$ cat src/rtl/clock_pkg.sv
// Shared key-controller codes, time/date bus layouts, FSM states and reset values
// for the clock edit path.
package clock_pkg;

    localparam int TIME_W = 17;
    localparam int DATE_W = 16;

    // Time bus: [16] PM, [15:12] hour, [11:6] min, [5:0] sec
    localparam int T_PM_POS   = 16;
    localparam int T_HOUR_POS = 12;
    localparam int T_HOUR_W   = 4;
    localparam int T_MIN_POS  = 6;
    localparam int T_MIN_W    = 6;
    localparam int T_SEC_POS  = 0;
    localparam int T_SEC_W    = 6;

    // Date bus: [15:9] year (2000+), [8:5] month, [4:0] day
    localparam int D_YEAR_POS  = 9;
    localparam int D_YEAR_W    = 7;
    localparam int D_MONTH_POS = 5;
    localparam int D_MONTH_W   = 4;
    localparam int D_DAY_POS   = 0;
    localparam int D_DAY_W     = 5;

    localparam logic [2:0] FLAG_NONE   = 3'b000;
    localparam logic [2:0] FLAG_TIME   = 3'b010;
    localparam logic [2:0] FLAG_ALARM  = 3'b011;
    localparam logic [2:0] FLAG_DONE   = 3'b100;
    localparam logic [2:0] FLAG_CANCEL = 3'b101;

    localparam logic [2:0] FIELD_NONE     = 3'b000;
    localparam logic [2:0] FIELD_HOUR     = 3'b001;
    localparam logic [2:0] FIELD_MIN      = 3'b010;
    localparam logic [2:0] FIELD_SEC      = 3'b011;
    localparam logic [2:0] FIELD_MERIDIAN = 3'b100;
    localparam logic [2:0] FIELD_YEAR     = 3'b101;
    localparam logic [2:0] FIELD_MONTH    = 3'b110;
    localparam logic [2:0] FIELD_DAY      = 3'b111;

    localparam logic [TIME_W-1:0] TIME_RST = 17'h0C000;
    localparam logic [DATE_W-1:0] DATE_RST = 16'h0021;

    typedef struct packed {
        logic                pm;
        logic [T_HOUR_W-1:0] hour;
        logic [T_MIN_W-1:0]  min;
        logic [T_SEC_W-1:0]  sec;
    } clk_time_t;

    typedef struct packed {
        logic [D_YEAR_W-1:0]  year;
        logic [D_MONTH_W-1:0] month;
        logic [D_DAY_W-1:0]   day;
    } clk_date_t;

    typedef enum logic [1:0] {IDLE, EDIT_T, EDIT_A, COMMIT} state_t;

    // One step up or down inside [lo, hi], wrapping at both ends.
    function automatic logic [6:0] wrap_step(input logic [6:0] v, input logic [6:0] lo,
                                             input logic [6:0] hi, input logic up);
        if (up)
            return (v >= hi) ? lo : v + 7'd1;
        else
            return (v <= lo) ? hi : v - 7'd1;
    endfunction

endpackage

$ cat src/rtl/time_edit_ctrl_if.sv
// Key-controller / time-keeper signals seen by the edit engine.
interface time_edit_ctrl_if;
    import clock_pkg::*;

    logic [2:0]        FLAG;
    logic [2:0]        FIELD;
    logic              INC;
    logic              DEC;
    logic [TIME_W-1:0] CUR_TIME;
    logic [DATE_W-1:0] CUR_DATE;
    logic [TIME_W-1:0] ALARM_TIME;
    logic [TIME_W-1:0] EDIT_TIME;
    logic [DATE_W-1:0] EDIT_DATE;
    logic              EDITING;
    logic              LOAD_TIME;
    logic              LOAD_ALARM;

    modport master (
        output FLAG, FIELD, INC, DEC, CUR_TIME, CUR_DATE, ALARM_TIME,
        input  EDIT_TIME, EDIT_DATE, EDITING, LOAD_TIME, LOAD_ALARM
    );

    modport slave (
        input  FLAG, FIELD, INC, DEC, CUR_TIME, CUR_DATE, ALARM_TIME,
        output EDIT_TIME, EDIT_DATE, EDITING, LOAD_TIME, LOAD_ALARM
    );
endinterface

$ cat src/rtl/time_edit_ctrl_days_in_month.sv
// Days in a month for years 2000..2099 (every year divisible by 4 is leap).
module days_in_month
    import clock_pkg::*;
(
    input  logic [D_MONTH_W-1:0] month,
    input  logic [D_YEAR_W-1:0]  year,
    output logic [D_DAY_W-1:0]   days
);
    always_comb begin
        case (month)
            4'd2:                    days = (year[1:0] == 2'b00) ? 5'd29 : 5'd28;
            4'd4, 4'd6, 4'd9, 4'd11: days = 5'd30;
            default:                 days = 5'd31;
        endcase
    end
endmodule

$ cat src/rtl/time_edit_ctrl.sv
// Edit engine: snapshots time or alarm into a shadow register, applies field-wise
// wrap-around edits, and commits with a one-cycle load strobe or discards.
module time_edit_ctrl
    import clock_pkg::*;
(
    input  logic            CLK,
    input  logic            RESETN,
    time_edit_ctrl_if.slave bus
);
    state_t               state, state_nxt;
    logic                 armed, tgt_alarm;
    logic                 load_time_q, load_alarm_q, load_time_d, load_alarm_d, editing;
    clk_time_t            shadow_t, shadow_t_nxt, cur_t, alarm_t;
    clk_date_t            shadow_d, shadow_d_nxt, cur_d;
    logic                 is_edit_flag, in_edit, snap, apply, date_ok, up;
    logic [D_MONTH_W-1:0] cand_month;
    logic [D_YEAR_W-1:0]  cand_year;
    logic [D_DAY_W-1:0]   dim;

    assign cur_t   = bus.CUR_TIME;
    assign cur_d   = bus.CUR_DATE;
    assign alarm_t = bus.ALARM_TIME;

    assign is_edit_flag = (bus.FLAG == FLAG_TIME) || (bus.FLAG == FLAG_ALARM);
    assign in_edit      = (state == EDIT_T) || (state == EDIT_A);
    assign snap         = (state == IDLE) && is_edit_flag && armed;
    // Only a live edit code carries a strobe; DONE/CANCEL/abort in the same cycle drop it.
    assign apply        = in_edit && is_edit_flag && (bus.INC ^ bus.DEC);
    assign date_ok      = apply && (state == EDIT_T);
    assign up           = bus.INC;

    // Month/year after this cycle's edit; the day limit is looked up on these.
    assign cand_year  = (date_ok && bus.FIELD == FIELD_YEAR)
                      ? wrap_step(shadow_d.year, 7'd0, 7'd99, up)
                      : shadow_d.year;
    assign cand_month = (date_ok && bus.FIELD == FIELD_MONTH)
                      ? D_MONTH_W'(wrap_step(7'(shadow_d.month), 7'd1, 7'd12, up))
                      : shadow_d.month;

    days_in_month u_dim (
        .month (cand_month),
        .year  (cand_year),
        .days  (dim)
    );

    // NOTE: every variable gets a default at the top of a combinational block so no latch is inferred.
    always_comb begin
        shadow_t_nxt       = shadow_t;
        shadow_d_nxt       = shadow_d;
        shadow_d_nxt.year  = cand_year;
        shadow_d_nxt.month = cand_month;
        if (apply) begin
            case (bus.FIELD)
                FIELD_HOUR:     shadow_t_nxt.hour = T_HOUR_W'(wrap_step(7'(shadow_t.hour), 7'd1, 7'd12, up));
                FIELD_MIN:      shadow_t_nxt.min  = T_MIN_W'(wrap_step(7'(shadow_t.min), 7'd0, 7'd59, up));
                FIELD_SEC:      shadow_t_nxt.sec  = T_SEC_W'(wrap_step(7'(shadow_t.sec), 7'd0, 7'd59, up));
                FIELD_MERIDIAN: shadow_t_nxt.pm   = ~shadow_t.pm;
                default:        ;
            endcase
        end
        if (date_ok && bus.FIELD == FIELD_DAY)
            shadow_d_nxt.day = D_DAY_W'(wrap_step(7'(shadow_d.day), 7'd1, 7'(dim), up));
        else if (date_ok && (bus.FIELD == FIELD_MONTH || bus.FIELD == FIELD_YEAR) && shadow_d.day > dim)
            shadow_d_nxt.day = dim;
    end

    always_comb begin
        state_nxt = state;
        case (state)
            IDLE:           if (snap) state_nxt = (bus.FLAG == FLAG_ALARM) ? EDIT_A : EDIT_T;
            EDIT_T, EDIT_A: if (bus.FLAG == FLAG_DONE) state_nxt = COMMIT;
                            else if (!is_edit_flag)    state_nxt = IDLE;
            default:        state_nxt = IDLE;
        endcase
    end

    always_comb begin
        editing      = (state != IDLE);
        load_time_d  = (state == COMMIT) && !tgt_alarm;
        load_alarm_d = (state == COMMIT) && tgt_alarm;
    end

    // NOTE: sequential state uses non-blocking assignments so every flop samples pre-edge values.
    // NOTE: RESETN is synchronous: it is only examined on the rising CLK edge.
    always_ff @(posedge CLK) begin
        if (!RESETN) begin
            state        <= IDLE;
            load_time_q  <= 1'b0;
            load_alarm_q <= 1'b0;
        end else begin
            state        <= state_nxt;
            load_time_q  <= load_time_d;
            load_alarm_q <= load_alarm_d;
        end
    end

    // A held edit code must leave and re-enter before it opens another session.
    always_ff @(posedge CLK) begin
        if (!RESETN) begin
            armed     <= 1'b0;
            tgt_alarm <= 1'b0;
        end else begin
            if (!is_edit_flag) armed <= 1'b1;
            else if (snap)     armed <= 1'b0;
            if (snap) tgt_alarm <= (bus.FLAG == FLAG_ALARM);
        end
    end

    always_ff @(posedge CLK) begin
        if (!RESETN) begin
            shadow_t <= TIME_RST;
            shadow_d <= DATE_RST;
        end else if (snap) begin
            shadow_t <= (bus.FLAG == FLAG_ALARM) ? alarm_t : cur_t;
            if (bus.FLAG == FLAG_TIME) shadow_d <= cur_d;
        end else begin
            shadow_t <= shadow_t_nxt;
            shadow_d <= shadow_d_nxt;
        end
    end

    assign bus.EDIT_TIME  = shadow_t;
    assign bus.EDIT_DATE  = shadow_d;
    assign bus.EDITING    = editing;
    assign bus.LOAD_TIME  = load_time_q;
    assign bus.LOAD_ALARM = load_alarm_q;
endmodule

$ cat src/flat_wrapper.sv
// flat-port wrapper written by rule: the top's interface ports become plain ports
module time_edit_ctrl_flat import clock_pkg::*;
  (CLK, RESETN, bus_FLAG, bus_FIELD, bus_INC, bus_DEC, bus_CUR_TIME, bus_CUR_DATE, bus_ALARM_TIME, bus_EDIT_TIME, bus_EDIT_DATE, bus_EDITING, bus_LOAD_TIME, bus_LOAD_ALARM);
  time_edit_ctrl_if bus_i ();
  input  logic CLK;
  input  logic RESETN;
  input wire logic [$bits(bus_i.FLAG)-1:0] bus_FLAG;
  input wire logic [$bits(bus_i.FIELD)-1:0] bus_FIELD;
  input wire logic [$bits(bus_i.INC)-1:0] bus_INC;
  input wire logic [$bits(bus_i.DEC)-1:0] bus_DEC;
  input wire logic [$bits(bus_i.CUR_TIME)-1:0] bus_CUR_TIME;
  input wire logic [$bits(bus_i.CUR_DATE)-1:0] bus_CUR_DATE;
  input wire logic [$bits(bus_i.ALARM_TIME)-1:0] bus_ALARM_TIME;
  output wire logic [$bits(bus_i.EDIT_TIME)-1:0] bus_EDIT_TIME;
  output wire logic [$bits(bus_i.EDIT_DATE)-1:0] bus_EDIT_DATE;
  output wire logic [$bits(bus_i.EDITING)-1:0] bus_EDITING;
  output wire logic [$bits(bus_i.LOAD_TIME)-1:0] bus_LOAD_TIME;
  output wire logic [$bits(bus_i.LOAD_ALARM)-1:0] bus_LOAD_ALARM;
  assign bus_i.FLAG = bus_FLAG;
  assign bus_i.FIELD = bus_FIELD;
  assign bus_i.INC = bus_INC;
  assign bus_i.DEC = bus_DEC;
  assign bus_i.CUR_TIME = bus_CUR_TIME;
  assign bus_i.CUR_DATE = bus_CUR_DATE;
  assign bus_i.ALARM_TIME = bus_ALARM_TIME;
  assign bus_EDIT_TIME = bus_i.EDIT_TIME;
  assign bus_EDIT_DATE = bus_i.EDIT_DATE;
  assign bus_EDITING = bus_i.EDITING;
  assign bus_LOAD_TIME = bus_i.LOAD_TIME;
  assign bus_LOAD_ALARM = bus_i.LOAD_ALARM;
  time_edit_ctrl u_core (.CLK(CLK), .RESETN(RESETN), .bus(bus_i));
endmodule
$ cat config.mk
export PLATFORM = sky130hd
export DESIGN_NAME = time_edit_ctrl_flat
export DESIGN_NICKNAME = d
export VERILOG_FILES = /design/src/rtl/clock_pkg.sv /design/src/rtl/time_edit_ctrl_if.sv /design/src/rtl/time_edit_ctrl_days_in_month.sv /design/src/rtl/time_edit_ctrl.sv /design/src/flat_wrapper.sv
export SDC_FILE = /design/constraint.sdc
export NUM_CORES = 1
export LEC_CHECK = 0
export CORE_MARGIN = 2
export CORE_UTILIZATION = 45
export CTS_CLUSTER_DIAMETER = 40
export DETAILED_ROUTE_END_ITERATION = 10
export PLACE_DENSITY = 0.78
export REMOVE_ABC_BUFFERS = 1
export SYNTH_ARGS = -nofsm -noshare
export SYNTH_HDL_FRONTEND = slang
export SYNTH_SLANG_ARGS = --single-unit
$ cat constraint.sdc
create_clock -name CLK -period 3.96 [get_ports CLK]
set_input_delay 0.396 -clock CLK [delete_from_list [all_inputs] [get_ports CLK]]
set_output_delay 0.396 -clock CLK [all_outputs]
set_load 0.01 [all_outputs]
# --- Word level (Yosys, flattened, before mapping) ---
# Cells that the tools add are included.
word_totals:
  regBits: 39
  out_inout_bits: 36
op_classes:
  addsub: 12
  n_lt_le_gt_ge: 13
  eq_ne: 22
  muxes: 40
  bitwise_logic: 2
  reduce_logical: 35
op_table:
  columns: ["operator", "n"]
  rows:
  - ["two-way mux 17 bit", 3]
  - ["two-way mux 6 bit", 8]
  - ["two-way mux 16 bit", 2]
  - ["two-way mux 4 bit", 8]
  - ["two-way mux 7 bit", 4]
  - ["two-way mux 5 bit", 5]
  - ["== test 3 bit (second input constant)", 5]
  - ["AND reduction 2 bit", 7]
  - ["nonzero test 2 bit", 7]
  - ["adder 6 x 1 -> 6 bit (second input constant)", 2]
  - ["== test 3 x 2 -> 1 bit (second input constant)", 4]
  - ["greater-or-equal comparator 6 bit (second input constant)", 2]
  - ["<= comparator 6 x 1 -> 1 bit (second input constant)", 2]
  - ["logical AND 1 bit", 12]
  - ["subtractor 6 x 1 -> 6 bit (second input constant)", 2]
  - ["adder 4 x 1 -> 4 bit (second input constant)", 2]
  - ["== test 4 x 3 -> 1 bit (second input constant)", 2]
  - ["== test 4 bit (second input constant)", 2]
  - ["greater-or-equal comparator 4 bit (second input constant)", 2]
  - ["<= comparator 4 x 1 -> 1 bit (second input constant)", 2]
  - ["two-way mux 2 bit", 4]
  - ["one-hot mux 2 bit (2 select lines)", 2]
  - ["subtractor 4 x 1 -> 4 bit (second input constant)", 2]
  - ["adder 7 x 1 -> 7 bit (second input constant)", 1]
  - ["other kinds (24)", 32]

# --- Logic depth before layout (Yosys ltp) ---
# Gate-level depths: netlist of the first run.
depth:
  word_depth: 15
  mapped_depth: 17

# --- By module ---
# From an unflattened synthesis of the first run, not the netlist that was laid out.
unflattened:
  cells_unflattened: 575
  hier_area_um2: 4096.4
by_module_without_submodules:
  columns: ["module", "n_inst", "cells_per_inst", "area_each_um2", "seq_area_each_um2"]
  rows:
  - ["time_edit_ctrl", 1, 565, 4023.9, 780.7]
  - ["days_in_month", 1, 10, 72.6, 0.0]

# --- Least setup slack after synthesis of the first run ---
# OpenSTA, ideal clock, no wires.
synth_timing:
  path_kind: "reg2reg"
  startpoint: "register u_core.state[0]"
  endpoint: "register u_core.shadow_d (netlist bit u_core.bus.EDIT_DATE[2])"
  setup_time_ns: 0.092
  arrival_ns: 4.011
  slack_ns: -0.143
  path_stages_with_launch: 18
  path_buffers: 1
  synth_period_minus_slack_ns: 4.103
  path_cell_list: "dfxtp_1 inv_1 ha_1 nand3b_1 or4b_1 buf_2 mux2_4 a31o_1 or4_1 and3_1 ha_1 nand2b_1 a221oi_1 maj3_1 nand3_1 nand2_1 nand2_1 o32ai_1"
synth_via:
  elab_chain_cells: 15
synth_lines:
  columns: ["item", "line_no", "source"]
  rows:
  - ["from (decl)", "time_edit_ctrl.sv:10", "state_t state, state_nxt;"]
  - ["from (signal assigned)", "time_edit_ctrl.sv:91", "state <= state_nxt;"]
  - ["== test 2 x 1 -> 1 bit or == test 2 bit (tied branches)", "time_edit_ctrl.sv:25, time_edit_ctrl.sv:29", null]
  - ["logical OR 1 bit", "time_edit_ctrl.sv:25", "assign in_edit = (state == EDIT_T) || (state == EDIT_A);"]
  - ["logical AND 1 bit (2 in series)", "time_edit_ctrl.sv:28", "assign apply = in_edit && is_edit_flag && (bus.INC ^ bus.DEC);"]
  - ["logical AND 1 bit", "time_edit_ctrl.sv:29", "assign date_ok = apply && (state == EDIT_T);"]
  - ["logical AND 1 bit (on tied branches)", "time_edit_ctrl.sv:36, time_edit_ctrl.sv:33", null]
  - ["two-way mux 4 bit or two-way mux 7 bit (tied branches)", "time_edit_ctrl.sv:37, time_edit_ctrl.sv:34", null]
  - ["== test 4 x 3 -> 1 bit (tied with other cells)", "time_edit_ctrl_days_in_month.sv:10", "case (month)"]
  - ["OR reduction 4 bit or two-way mux 1 bit (tied branches)", "time_edit_ctrl_days_in_month.sv:10, time_edit_ctrl_days_in_month.sv:11", null]
  - ["one-hot mux 2 bit (2 select lines)", "time_edit_ctrl_days_in_month.sv:10", null]
  - ["greater-or-equal comparator 5 bit", "clock_pkg.sv:62", "return (v >= hi) ? lo : v + 7'd1;"]
  - ["two-way mux 5 bit", "clock_pkg.sv:62", null]
  - ["two-way mux 5 bit", "clock_pkg.sv:61", "if (up)"]
  - ["two-way mux 5 bit", "time_edit_ctrl.sv:61", "if (date_ok && bus.FIELD == FIELD_DAY)"]
  - ["two-way mux 16 bit", "time_edit_ctrl.sv:113", "end else if (snap) begin"]
  - ["to (signal assigned)", "time_edit_ctrl.sv:115", "if (bus.FLAG == FLAG_TIME) shadow_d <= cur_d;"]
  - ["to (signal assigned)", "time_edit_ctrl.sv:118", "shadow_d <= shadow_d_nxt;"]
  - ["to (decl)", "time_edit_ctrl.sv:14", "clk_date_t shadow_d, shadow_d_nxt, cur_d;"]
# Several ways; a longest one is shown, not always the timed one. The select of a mux whose other input is x is not followed.
# A chain may end at the register's enable or synchronous reset.

# --- Worst setup path after layout of the first run ---
layout_timing:
  startpoint: "register u_core.state[1]"
  endpoint: "register u_core.shadow_d (netlist bit u_core.bus.EDIT_DATE[4])"
# The elaborated chain is that of the path after synthesis.

==> impl_metrics.csv, run 1 <==
group,metric,value,unit
status,status,"finished with violations",
status,violations,"setup timing",
global_routing,track_usage,25.28,%
global_routing,grt_remaining_overflow,0,
clocking,clock_latency,0.30,ns
clocking,h-tree-depth,2,
worst_setup_path,slowest_stage,"or4b_4",
drt,totalWireLength,11560,um
worst_setup_path,start_kind,"register",
pwr,switching_power,396.2,uW
worst_setup_path,critPathCaptureType,"register",
pwr,p_comb_share,33.8,%
cells_and_area,instances_no_fill,715,
timing,final.setup.worst_slack,-0.05264,ns
yosys,synth.top_cell.area_share,21.17,%
die,die_h,94.52,um
yosys,synth.most_common_cell,"nand2_1",
timing,finalHoldViolCount,0,
die,core,8093,sq um
timing,period_needed,4.013,ns
clocking,holdBufCountCts,0,
pwr,peakVddDrop,0.1569,mV
yosys,yosys.area.top_type,"dfxtp_1",
worst_setup_path,critPathMaxStageDelay,0.59,ns
worst_setup_path,critPathArrivalTime,4.20,ns
hold_path,hold_class,"reg2reg",
clocking,cts.sinks,39,
drt,drt_pre_antenna_iters,5,
place,io_buffers,95,
timing,worst_pin_slew,0.8540,ns
yosys,synth_cell_types,70,
timing,relSlewSlack,42.92,%
timing,skew,0.003381,ns
worst_setup_path,crit_fanout,3,
place,routabilityCongestion,0.8894,
drt,drcViolationCount,0,
drt,drtAntennaViolNets,0,
global_routing,grt_antenna_before_repair,0,
pwr,sw_frac_of_total,32.76,%
cells_and_area,drive_gt1_share,13.93,%
clocking,cts_tree,"built",
yosys,syn_inst,507,
place,place_area,4892,sq um
yosys,ys_warn_count,0,
place,placedCellCount,705,
worst_setup_path,worstPathRequired,4.14,ns
cells_and_area,finalInstanceArea,5164,sq um
cells_and_area,fill_cells,731,
flow_run,max-cap-violations,0,
timing,setup_tns,-0.08460,ns
drt,vias_per_cell,6.087,
yosys,synth_edf_count,0,
timing,final_max_slew_viol_count,0,
die,rows,33,
worst_setup_path,path_cells,"inv_2, ha_4, nand3b_1, or4b_4, mux2_4, a31o_1, or4_4, and3_4, ha_4, nand2b_4, a21oi_2, nor2b_1, o21ai_1, o21ai_1, a2111oi_2, o32ai_2",
clocking,clk_pin_slew,0.09,ns
timing,holdWs,0.4408,ns
timing,setup_viol,4,
global_routing,grt_pass1_vias,3937,
timing,max_clock_freq,249.2,MHz
pwr,powerDensity,234.2,nW/um^2
drt,detailedRoute.firstIterationViolations,329,
clocking,cts-root-buf,"clkbuf_8",
timing,fin_crit_sh,101.3,%
cells_and_area,diodes,0,
die,start_util,45.56,%
yosys,ys_top_cells_by_area,"dfxtp_1, ha_1, o21ai_0",
yosys,yosysSeqAreaShare,21.17,%
place,hpwl,8063,um
cells_and_area,area_growth,40.04,%
yosys,synth_commonest_cells,"nand2_1, o21ai_0, nor2_1",
clocking,cts_buffers,5,
drt,avgRoutedWirePerCell,16.17,um
die,ios,96,
worst_setup_path,critPathKind,"reg2reg",
global_routing,grt_start_max_net_pins,40,
pwr,seqPwrFrac,37.1,%
yosys,ys_seq_elements,39,
timing,rsz0062_at_grt,"true",
yosys,netlist_area,3687,sq um
cells_and_area,nets,690,
drt,num_vias,4352,
pwr,power_frac_clock,29.1,%
die,die-area,8934,sq um
pwr,power_leakage,0.002033,uW
yosys,ys.flop_type,"dfxtp_1",
die,die_w,94.52,um
global_routing,grt_first_pass_wirelength,18460,um
clocking,clk_path_buf_depth,2,
yosys,syn_avg_cell_area,7.273,sq um
pwr,intPower,813.1,uW
yosys,synthArstFlopShare,0,%
layout by cell type (no fill, tap or decap), drive strengths merged, types with 5 or more instances in the layout:
cell / instances
a211oi: 14
a21oi: 26
a31oi: 8
and2: 6
and3: 15
buf: 40
clkbuf: 5
clkdlybuf4s50: 94
dfxtp: 39
ha: 21
inv: 22
mux2i: 18
nand2: 48
nand2b: 7
nand3: 17
nor2: 41
nor2b: 17
nor3: 17
o211ai: 7
o21ai: 44
o221ai: 6
xor2: 5
power groups by stage:
stage          Clock [uW]  Sequential (uW)  Combinational (uW)
3_5_place_dp            0              456                 385
3_3_place_gp            0              455                 377
6_report              352              449                 409
5_1_grt               377              454                 447
2_1_floorplan           0              458                 189
4_1_cts               359              447                 397
per-layer routing:
layer,vias up,global-route usage [%],share of wire [%]
met4,0,7.609,1.8
li1,2084,-,-
met5,-,0,0
met1,2042,33.46,42
met2,208,42.38,48
met3,18,3.990,8.3
flip-flops by register name, indices dropped and copies added (netlist names):
name                   cells
u_core.bus.LOAD_ALARM      1
u_core.armed               1
u_core.tgt_alarm           1
u_core.state               2
u_core.bus.EDIT_TIME      17
u_core.bus.EDIT_DATE      16
u_core.bus.LOAD_TIME       1
timing repair:
item / 4_1_cts / 5_1_grt
gates resized for setup: 12 / 23
pin swaps: 8 / 9
cloned: 0 / 0
buffers inserted: 2 / 1
endpoints found under the hold margin: 0 / 0
endpoints found under the setup margin: 5 / 5
path summary, 6_finish.rpt:
path | from | end | slack, ns | cells after the start
hold reg to reg | u_core.tgt_alarm$_SDFFE_PN0P_ | u_core.bus.LOAD_TIME$_SDFF_PN0_ | 0.44 | 1
setup / recovery | u_core.state[1]$_SDFFE_PN0P_ | u_core.bus.EDIT_DATE[4]$_SDFFE_PN0P_ | -0.05 | 16
hold / removal | u_core.tgt_alarm$_SDFFE_PN0P_ | u_core.bus.LOAD_TIME$_SDFF_PN0_ | 0.44 | 1
setup reg to reg | u_core.state[1]$_SDFFE_PN0P_ | u_core.bus.EDIT_DATE[4]$_SDFFE_PN0P_ | -0.05 | 16
metrics by stage:
step	util (%)	power, uW	setup WS, ns
2_1_floorplan	-	647.3	-0.1508
3_3_place_gp	60.45	832.1	-0.2992
3_5_place_dp	60.45	840.3	-0.4175
4_1_cts	62.63	1203	0.002745
5_1_grt	63.81	1278	-0.1703
6_report	63.81	1209	-0.05264
cells by family after synthesis:
| logic type | synth area share (%) |
|---|---|
| buffers and inverters | 6.311 |
| adders and majority gates | 7.397 |
| and+or+nand+nor | 26.84 |
| DFF | 21.17 |
| AOI/OAI and AO/OA | 29.32 |
| muxes | 6.820 |
| xor gates and xnor gates | 2.138 |
layout make-up:
class                   count  area, sq um  share of cell area [%]
multi-input cells         407         2808                   54.37
repair buffers            134         1246                   24.13
flip-flops and latches     39        783.3                   15.17
well taps                 105        131.4                   2.544
inverters                  22        82.58                   1.599
clock buffers               5        68.82                   1.333
clock inverters             3        43.79                  0.8481
worst max-delay path: cells and delay by family, from the launching register on:
family	cells	cell delay [ns]
and+or+nand+nor	6	1.61
muxes	1	0.31
AOI/OAI and AO/OA	6	1.03
buffers and inverters	1	0.05
adders and majority gates	2	0.54
DFF	1	0.34
Power figures use the tool's default switching activity.
==> run 2, diff against run 1 <==
--- a/config.mk
+++ b/config.mk
@@ -6,10 +6,11 @@
 export NUM_CORES = 1
 export LEC_CHECK = 0
 export CORE_MARGIN = 2
-export CORE_UTILIZATION = 45
+export CORE_UTILIZATION = 38
 export CTS_CLUSTER_DIAMETER = 40
+export CTS_CLUSTER_SIZE = 16
 export DETAILED_ROUTE_END_ITERATION = 10
-export PLACE_DENSITY = 0.78
+export PLACE_DENSITY = 0.67
 export REMOVE_ABC_BUFFERS = 1
 export SYNTH_ARGS = -nofsm -noshare
 export SYNTH_HDL_FRONTEND = slang
==> run 2 against run 1 <==
- register-to-register slack improved by 0.02 ns
- global-route usage fell by 3.0 points
- wire length rose by 3.2%
- count of clock-buffer cells in the layout rose by 1
- flip-flop and latch count did not move
- worst hold slack got worse by 0.011 ns
- sequential power barely moved
- worst setup slack improved by 0.022 ns
- critical endpoint is now u_core.bus.EDIT_DATE[0]$_SDFFE_PN1P_
- the run still ends with setup timing left
- non-clock buffer count rose by 1
- critical path depth rose by 1
- via count fell by 0.28%
==> impl_metrics.csv, run 2 (synthesis gave the netlist of run 1 again) <==
group,metric,value,unit
cells_and_area,final_core_util,56.04,%
hold_path,min_to,"u_core.bus.LOAD_TIME$_SDFF_PN0_",
die,start_util,39.53,%
timing,finalHoldViolCount,0,
worst_setup_path,start_kind,"register",
drt,drcViolationCount,0,
die,ios,96,
clocking,cts.sinks,39,
cells_and_area,multiInputGateArea,2814,sq um
global_routing,grt_pass1_vias,4051,
place,routabilityCongestion,0.9206,
cells_and_area,final_cell_mix,"clkdlybuf4s50_1, nand2_1, nor2_1, o21ai_0, buf_4",
drt,vias_per_cell,5.865,
timing,final_max_slew_viol_count,0,
die,die_w,102.5,um
drt,avgRoutedWirePerCell,16.12,um
clocking,cts-root-buf,"clkbuf_8",
hold_path,min_from,"u_core.tgt_alarm$_SDFFE_PN0P_",
drt,num_vias,4340,
worst_setup_path,critPathKind,"reg2reg",
die,core,9328,sq um
pwr,p_comb_share,31.9,%
pwr,power_leakage,0.002040,uW
clocking,h-tree-depth,2,
pwr,powerDensity,243.1,nW/um^2
drt,totalWireLength,11930,um
global_routing,grt_remaining_overflow,0,
worst_setup_path,rr_endpoint,"u_core.bus.EDIT_DATE[0]$_SDFFE_PN1P_",
clocking,cts_buffers,5,
cells_and_area,regArea,783.3,sq um
cells_and_area,area_growth,41.77,%
global_routing,grt_first_pass_wirelength,18890,um
place,placedCellCount,728,
pwr,peakVddDrop,0.1298,mV
pwr,switching_power,395.3,uW
cells_and_area,largest_reg_flops,17,
worst_setup_path,critPathCaptureType,"register",
timing,relSlewSlack,47.41,%
clocking,clk_path_buf_depth,2,
cells_and_area,nets,691,
place,io_buffers,95,
drt,drtAntennaViolNets,0,
hold_path,whs_path_depth,1,
cells_and_area,fill_cells,864,
die,die-area,10510,sq um
place,hpwl,8279,um
global_routing,grt_antenna_before_repair,0,
timing,rsz0062_at_grt,"true",
worst_setup_path,crit_fanout,3,
clocking,clock_latency,0.30,ns
pwr,power_frac_clock,32.7,%
drt,detailedRoute.firstIterationViolations,264,
status,violations,"setup timing",
timing,period_needed,3.991,ns
worst_setup_path,r2r_slack,-0.03,ns
flow_run,max-cap-violations,0,
timing,fin_crit_sh,100.8,%
cells_and_area,instances_no_fill,740,
global_routing,track_usage,22.24,%
pwr,intPower,875.7,uW
timing,final.setup.worst_slack,-0.03109,ns
cells_and_area,drive_gt1_share,14.24,%
status,status,"finished with violations",
timing,worst_pin_slew,0.7860,ns
place,dp_slack,-0.4675,ns
worst_setup_path,critPathArrivalTime,4.21,ns
clocking,clk_pin_slew,0.08,ns
cells_and_area,final_common_cell,"clkdlybuf4s50_1",
pwr,sw_frac_of_total,31.10,%
die,rows,35,
clocking,cts_tree,"built",
timing,max_clock_freq,250.6,MHz
worst_setup_path,rr_worst_depth,17,
worst_setup_path,r2r-start,"u_core.state[1]$_SDFFE_PN0P_",
timing,skew,0.008203,ns
global_routing,grt_start_max_net_pins,43,
pwr,seqPwrFrac,35.4,%
timing,setup_viol,2,
hold_path,hold_class,"reg2reg",
drt,drt_pre_antenna_iters,5,
worst_setup_path,worstPathRequired,4.18,ns
die,die_h,102.5,um
cells_and_area,diodes,0,
## run 2: critical path, stage by stage, from the launching register on
cell and delay [ns]:
dfxtp_2 0.34, inv_2 0.05, ha_4 0.26, nand3b_1 0.16, or4b_4 0.59, mux2_4 0.30, a31o_1 0.18, or4_4 0.42
and3_4 0.19, ha_4 0.16, nand2b_4 0.14, a221oi_2 0.23, maj3_2 0.25, nand3_4 0.09, buf_6 0.17, a21oi_2 0.13
nand4_1 0.12, o2111ai_1 0.12
## run 2: metal layers
metal / share of wire, % / global-route usage [%] / vias to the layer above
li1: - / - / 2089
met1: 43 / 28.76 / 2011
met2: 47 / 38.61 / 219
met3: 8.6 / 3.729 / 21
met4: 1.4 / 5.538 / 0
met5: 0 / 0 / -
## run 2: worst max path at each step
stage / start / endpoint / depth (start not counted)
finish: u_core.state[1]$_SDFFE_PN0P_ / u_core.bus.EDIT_DATE[0]$_SDFFE_PN1P_ / 17
global route: bus_FIELD[1] / u_core.bus.EDIT_DATE[0]$_SDFFE_PN1P_ / 17
CTS: u_core.state[1]$_SDFFE_PN0P_ / u_core.bus.EDIT_DATE[0]$_SDFFE_PN1P_ / 17
detailed placement: bus_FLAG[2] / u_core.bus.EDIT_DATE[2]$_SDFFE_PN0P_ / 15
global placement: bus_FLAG[2] / u_core.bus.EDIT_DATE[2]$_SDFFE_PN0P_ / 15
floorplan: u_core.state[0]$_SDFFE_PN0P_ / u_core.bus.EDIT_DATE[3]$_SDFFE_PN0P_ / 16
## run 2: through the flow
step / setup TNS [ns] / total power (uW) / instance area (sq um) / hold WS, ns
after detailed placement: -2.034 / 839.6 / 4915 / 0.4215
after CTS: 0 / 1259 / 5110 / 0.4324
after global placement: -1.411 / 832.6 / 4915 / 0.4235
final: -0.03410 / 1271 / 5228 / 0.4300
after floorplan: -0.4912 / 647.3 / 3537 / 0.4029
after global routing: -0.8041 / 1332 / 5228 / 0.4492
## run 2: cell type report
| class | count | share of cell area (%) |
|---|---|---|
| multi-input combinational | 407 | 53.83 |
| timing repair buffer | 135 | 23.98 |
| sequential | 39 | 14.98 |
| inverter | 22 | 1.580 |
| tap | 129 | 3.088 |
| clock inverter | 2 | 1.149 |
| clock buffer | 6 | 1.388 |
## run 2: what timing repair did
action	CTS	global route
pin swaps	6	13
resized for setup	9	27
setup buffers	3	1
hold buffers	0	0
setup endpoints to repair	5	5
## run 2: power groups by stage
| stage | clock, uW | sequential [uW] | combinational (uW) |
|---|---|---|---|
| floorplan | 0 | 458 | 189 |
| global placement | 0 | 456 | 377 |
| detailed placement | 0 | 457 | 383 |
| CTS | 417 | 448 | 394 |
| global route | 431 | 454 | 446 |
| finish | 415 | 450 | 406 |
